### src/rtl/aes_pkg.sv
// Shared AES datapath constants, the UART receiver state encoding and a block-shift helper.
package aes_pkg;

  localparam int AES_BLOCK_W     = 128;
  localparam int AES_BLOCK_BYTES = 16;

  typedef enum logic [1:0] {
    RX_IDLE  = 2'd0,
    RX_START = 2'd1,
    RX_DATA  = 2'd2,
    RX_STOP  = 2'd3
  } uart_state_e;

  // Appends a byte at the LSB end so the first byte received ends up in the top byte.
  function automatic logic [AES_BLOCK_W-1:0] shift_in_byte(input logic [AES_BLOCK_W-1:0] blk,
                                                           input logic [7:0] b);
    return {blk[AES_BLOCK_W-9:0], b};
  endfunction

endpackage

### src/rtl/uart_rx_byte.sv
// UART 8N1 byte receiver: input synchroniser, baud counter and bit FSM.
module uart_rx_byte
  import aes_pkg::*;
#(
  parameter int CLKS_PER_BIT = 434
) (
  input  logic       clk,
  input  logic       rst,
  input  logic       rx,
  output logic [7:0] rx_byte,
  output logic       rx_valid,
  output logic       frame_err
);

  localparam int CW = $clog2(CLKS_PER_BIT);
  localparam logic [CW-1:0] BIT_LAST  = CW'(CLKS_PER_BIT - 1);
  localparam logic [CW-1:0] HALF_LAST = CW'(CLKS_PER_BIT / 2 - 1);

  logic          rx_meta_r;
  logic          rx_sync_r;
  logic          rx_prev_r;
  uart_state_e   state_r;
  logic [CW-1:0] cnt_r;
  logic [2:0]    bit_idx_r;
  logic [7:0]    shift_r;

  // Two-flop synchroniser on the asynchronous line; deliberately not reset.
  always_ff @(posedge clk) begin
    rx_meta_r <= rx;
    rx_sync_r <= rx_meta_r;
  end

  // Bit FSM; every sample point is counted from the detected falling edge.
  always_ff @(posedge clk) begin
    if (rst) begin
      rx_prev_r <= 1'b1;
      state_r   <= RX_IDLE;
      cnt_r     <= '0;
      bit_idx_r <= 3'd0;
      shift_r   <= 8'd0;
      rx_byte   <= 8'd0;
      rx_valid  <= 1'b0;
      frame_err <= 1'b0;
    end else begin
      rx_prev_r <= rx_sync_r;
      rx_valid  <= 1'b0;
      frame_err <= 1'b0;
      case (state_r)
        RX_IDLE: begin
          cnt_r <= '0;
          if (rx_prev_r && !rx_sync_r) state_r <= RX_START;
          else                         state_r <= RX_IDLE;
        end
        RX_START: begin
          if (cnt_r == HALF_LAST) begin
            cnt_r     <= '0;
            bit_idx_r <= 3'd0;
            state_r   <= rx_sync_r ? RX_IDLE : RX_DATA;
          end else begin
            cnt_r <= cnt_r + CW'(1);
          end
        end
        RX_DATA: begin
          if (cnt_r == BIT_LAST) begin
            cnt_r   <= '0;
            shift_r <= {rx_sync_r, shift_r[7:1]};
            if (bit_idx_r == 3'd7) state_r <= RX_STOP;
            else                   bit_idx_r <= bit_idx_r + 3'd1;
          end else begin
            cnt_r <= cnt_r + CW'(1);
          end
        end
        RX_STOP: begin
          if (cnt_r == BIT_LAST) begin
            cnt_r   <= '0;
            state_r <= RX_IDLE;
            if (rx_sync_r) begin
              rx_byte  <= shift_r;
              rx_valid <= 1'b1;
            end else begin
              frame_err <= 1'b1;
            end
          end else begin
            cnt_r <= cnt_r + CW'(1);
          end
        end
        default: begin
          cnt_r   <= '0;
          state_r <= RX_IDLE;
        end
      endcase
    end
  end

endmodule

### src/rtl/serial_block_rx.sv
// Serial front end of the AES datapath: collects a 16-byte plaintext block then a 16-byte key.
module serial_block_rx
  import aes_pkg::*;
#(
  parameter int CLKS_PER_BIT = 434,
  parameter int BLOCK_BYTES  = AES_BLOCK_BYTES
) (
  input  logic                   Clk,
  input  logic                   Rst,
  input  logic                   SerialReadEn,
  input  logic                   Rx,
  output logic                   SerialReadRy,
  output logic [AES_BLOCK_W-1:0] DataOut,
  output logic [AES_BLOCK_W-1:0] KeyOut,
  output logic                   FrameErr
);

  localparam int CNT_W = $clog2(2 * BLOCK_BYTES);
  localparam logic [CNT_W-1:0] CNT_LAST = CNT_W'(2 * BLOCK_BYTES - 1);
  localparam logic [CNT_W-1:0] KEY_FROM = CNT_W'(BLOCK_BYTES);

  logic [7:0]       rx_byte_s;
  logic             rx_valid_s;
  logic [CNT_W-1:0] count_r;

  uart_rx_byte #(.CLKS_PER_BIT(CLKS_PER_BIT)) u_uart (
    .clk       (Clk),
    .rst       (Rst),
    .rx        (Rx),
    .rx_byte   (rx_byte_s),
    .rx_valid  (rx_valid_s),
    .frame_err (FrameErr)
  );

  // Byte assembly; the ready flag doubles as the done bit and freezes both blocks while set.
  always_ff @(posedge Clk) begin
    if (Rst) begin
      SerialReadRy <= 1'b0;
      DataOut      <= '0;
      KeyOut       <= '0;
      count_r      <= '0;
    end else if (SerialReadRy) begin
      if (!SerialReadEn) begin
        SerialReadRy <= 1'b0;
        count_r      <= '0;
      end else begin
        SerialReadRy <= 1'b1;
      end
    end else if (rx_valid_s && SerialReadEn) begin
      if (count_r < KEY_FROM) DataOut <= shift_in_byte(DataOut, rx_byte_s);
      else                    KeyOut  <= shift_in_byte(KeyOut, rx_byte_s);
      if (count_r == CNT_LAST) begin
        SerialReadRy <= 1'b1;
        count_r      <= '0;
      end else begin
        count_r <= count_r + CNT_W'(1);
      end
    end else begin
      count_r <= count_r;
    end
  end

endmodule

### config.mk
export PLATFORM = sky130hd
export DESIGN_NAME = serial_block_rx
export DESIGN_NICKNAME = d
export VERILOG_FILES = /design/src/rtl/aes_pkg.sv /design/src/rtl/uart_rx_byte.sv /design/src/rtl/serial_block_rx.sv
export SDC_FILE = /design/constraint.sdc
export NUM_CORES = 1
export LEC_CHECK = 0
export ABC_AREA = 1
export CORE_MARGIN = 5
export CORE_UTILIZATION = 45
export DETAILED_ROUTE_END_ITERATION = 10
export PLACE_DENSITY = 0.78
export SYNTH_ARGS = -nofsm -noshare
export SYNTH_HDL_FRONTEND = slang
export SYNTH_SLANG_ARGS = --single-unit
### constraint.sdc
create_clock -name Clk -period 1.8 [get_ports Clk]
set_input_delay 0.36 -clock Clk [delete_from_list [all_inputs] [get_ports Clk]]
set_output_delay 0.36 -clock Clk [all_outputs]
set_load 0.01 [all_outputs]
==> flow_metrics.env <==
export IMPL_status="finished, final reports clean"
export IMPL_diodes=0
export IMPL_synth_edff_count=0
export IMPL_sw_frac_of_total_pct=21.34
export IMPL_cts_tree="done"
export IMPL_cts_made_buffers=30
export IMPL_yosys_top_cells_count="511 x nor2_1, 297 x dfxtp_1, 140 x o21ai_0"
export IMPL_die_height_um=163.5
export IMPL_clkPwrFrac_pct=47.1
export IMPL_power_internal_mw=10.72
export IMPL_syn_area_per_cell_um2=7.970
export IMPL_critPathTopFamily="buffers and inverters"
export IMPL_fp_dieW_um=163.5
export IMPL_antenna_found_initial=0
export IMPL_drtPass1Iterations=5
export IMPL_arrival_ps=1370
export IMPL_drcViolationCount=0
export IMPL_cts_root_buf="clkbuf_16"
export IMPL_yosys_top_cells_area="dfxtp_1 56%, nor2_1 18%, o21ai_0 6.6%"
export IMPL_fin_crit_sh_pct=96.23
export IMPL_post_synth_top_count_cell="nor2_1"
export IMPL_htreeDepth=1
export IMPL_fin_skew_ps=6.779
export IMPL_syn_nets=1342
export IMPL_wire_per_inst_um=14.45
export IMPL_critPathMaxFanout=1
export IMPL_portBuffers=261
export IMPL_vias=9319
export IMPL_total_power_mw=13.63
export IMPL_overflow=0
export IMPL_fin_nets=1580
export IMPL_vias_per_cell=4.874
export IMPL_track_usage_pct=19.57
export IMPL_path_cells="clkdlybuf4s50_1"
export IMPL_ys_ff_latch=297
export IMPL_routabilityCongestion=0.8204
export IMPL_cp_slowest_cell="clkdlybuf4s50_1"
export IMPL_tightest_slew_ps=326.7
export IMPL_max_cap_viol_count=0
export IMPL_min_period_ps=1732
export IMPL_initial_core_util_pct=45.46
export IMPL_ir_drop_mv=0.7185
export IMPL_rsz0062_at_grt="false"
export IMPL_crit_path_end_kind="output port"
export IMPL_routed_wl_um=27620
export IMPL_synth_cell_types=30
export IMPL_setup_viol=0
export IMPL_first_global_vias=8609
export IMPL_crit_type="flip-flop to output port"
export IMPL_dieArea_um2=26740
export IMPL_hold_ws_ps=280.4
export IMPL_slew_viol_final=0
export IMPL_fmax_mhz=577.3
export IMPL_clkTransAtPathRegs_ps=60
export IMPL_yosys_warnings=0
export IMPL_synthFlopType="dfxtp_1"
export IMPL_final_hold_violation_count=0
export IMPL_coreArea_um2=23330
export IMPL_io_pins=262
export IMPL_ys_seq_area_share_pct=56.05
export IMPL_area_growth_pct=34.89
export IMPL_netlist_area_um2=10610
export IMPL_holdBufCountCts=0
export IMPL_startpoint_type="flip-flop"
export IMPL_drive_above_1_share_pct=6.717
export IMPL_max_stage_delay_ps=530
export IMPL_grt_max_degree=65
export IMPL_worst_slew_margin_rel_pct=78.17
export IMPL_min_path_type="input port to flip-flop"
export IMPL_postCtsSetupBuffers=0
export IMPL_comb_power_share_pct=4.0
export IMPL_leakage_nw=6.724
export IMPL_worst_path_buf_inv=1
export IMPL_crit_required_ps=1440
export IMPL_syn_inst=1331
export IMPL_drt_iter0_markers=800
export IMPL_synth_top_area_cell="dfxtp_1"
export IMPL_clk_latency_ps=540
export IMPL_rows=56
export IMPL_hpwl_um=19170
export IMPL_ys_async_sr_fraction_pct=0
export IMPL_synth_top_cell_area_share_pct=56.05
export IMPL_postRouteAntennaNets=0
export IMPL_cts_path_max_buffers=3
export IMPL_grt_first_pass_wirelength_um=43810
export IMPL_seqPwrFrac_pct=48.9
export IMPL_cts_sinks=297
export IMPL_switching_power_mw=2.908
export IMPL_p_per_area_nw_per_um2=952.6
[power by group through the flow]
stage	sequential [mW]	combinational (mW)	clock, mW
after detailed placement	6.81	0.537	0
after global placement	6.80	0.519	0
after CTS	6.66	0.548	6.54
final	6.66	0.548	6.42
after global routing	6.66	0.633	6.85
after floorplan	6.80	0.429	0
[repair_timing]
action	4_1_cts	5_1_grt
pin swaps	0	0
setup endpoints to repair	247	10
gates resized for setup	248	10
[flip-flops by register name, summed over array words and instances, names as in the netlist, 3 cells and up, named ones only]
name              flops
u_uart.shift_r        8
DataOut             128
count_r               5
KeyOut              128
u_uart.cnt_r          9
u_uart.bit_idx_r      3
u_uart.rx_byte        8
[metal layers]
metal,track usage [%],vias up,share of wire [%]
met5,0,-,0
met4,7.320,0,3.9
met3,3.407,65,5.0
met2,34.38,219,49
met1,24.05,4264,42
li1,-,4771,-
[worst paths after layout]
| path | startpoint | end | slack (ps) | depth (start not counted) |
|---|---|---|---|---|
| worst max-delay path | u_uart.frame_err | FrameErr | 70 | 1 |
| worst min-delay path | Rx | u_uart.rx_meta_r | 280 | 1 |
| worst max register to register | u_uart.cnt_r[0] | u_uart.state_r[0] | 190 | 9 |
| worst min register to register | u_uart.rx_meta_r | u_uart.rx_sync_r | 350 | 0 |
[cell families (layout without fill, tap and decap cells)]
kind of cell	count (synthesis)	after routing	share of synthesized area [%]
and+or+nand+nor	575	575	21.20
buffers and inverters	128	390	6.004
DFF	297	297	56.05
AOI/OAI and AO/OA	318	318	15.43
xor gates and xnor gates	6	6	0.4954
adders and majority gates	7	7	0.8256
[stage by stage]
stage          area (um^2)  setup WS, ps  cells  TNS, ps  utilization (%)
2_1_floorplan        10610         364.0   1331        0                -
3_3_place_gp         13540        -72.47   1856    -7242            58.05
3_5_place_dp         13540        -156.7   1856   -20260            58.05
4_1_cts              14280       0.09004   1912        0            61.22
5_1_grt              14310         11.10   1912        0            61.33
6_report             14310         67.89   1912        0            61.33
[cells in the final DEF, fill, tap and decap left out]
master,synthesis,layout
xor2_1,4,4
a21oi_2,1,1
inv_1,32,32
nor2_4,4,4
clkdlybuf4s50_1,0,4
clkbuf_16,0,31
nor2_2,1,1
a21oi_4,1,1
buf_4,3,20
nand2_2,4,2
dlymetal6s2s_1,0,10
buf_12,0,12
ha_1,7,7
clkinv_4,0,1
nand2_4,0,2
dlygate4sd2_1,0,247
inv_2,7,6
clkbuf_8,0,8
nor2_1,511,511
o21ai_0,140,140
nor3_1,12,12
xnor2_1,2,2
bufinv_16,0,3
a21oi_1,33,33
nand4_4,1,1
dfxtp_1,297,296
inv_6,0,2
o21ai_1,133,133
o211ai_2,1,1
clkbuf_1,34,5
nand4_1,1,1
nand3_2,1,1
o21bai_1,1,1
clkinv_2,2,9
nand2_1,35,35
nand3_1,5,5
dfxtp_2,0,1
o21a_1,8,8
[area by class of cell]
cell class	instances	area, um^2
Timing Repair Buffer	293	2719
Inverter	41	161.4
Clock inverter	12	142.6
Fill cell	2153	9024
Tap cell	319	399.1
Multi-Input combinational cell	906	4035
Clock buffer	44	904.6
Sequential cell	297	5947
No activity file was read; power rests on OpenSTA's default activity.
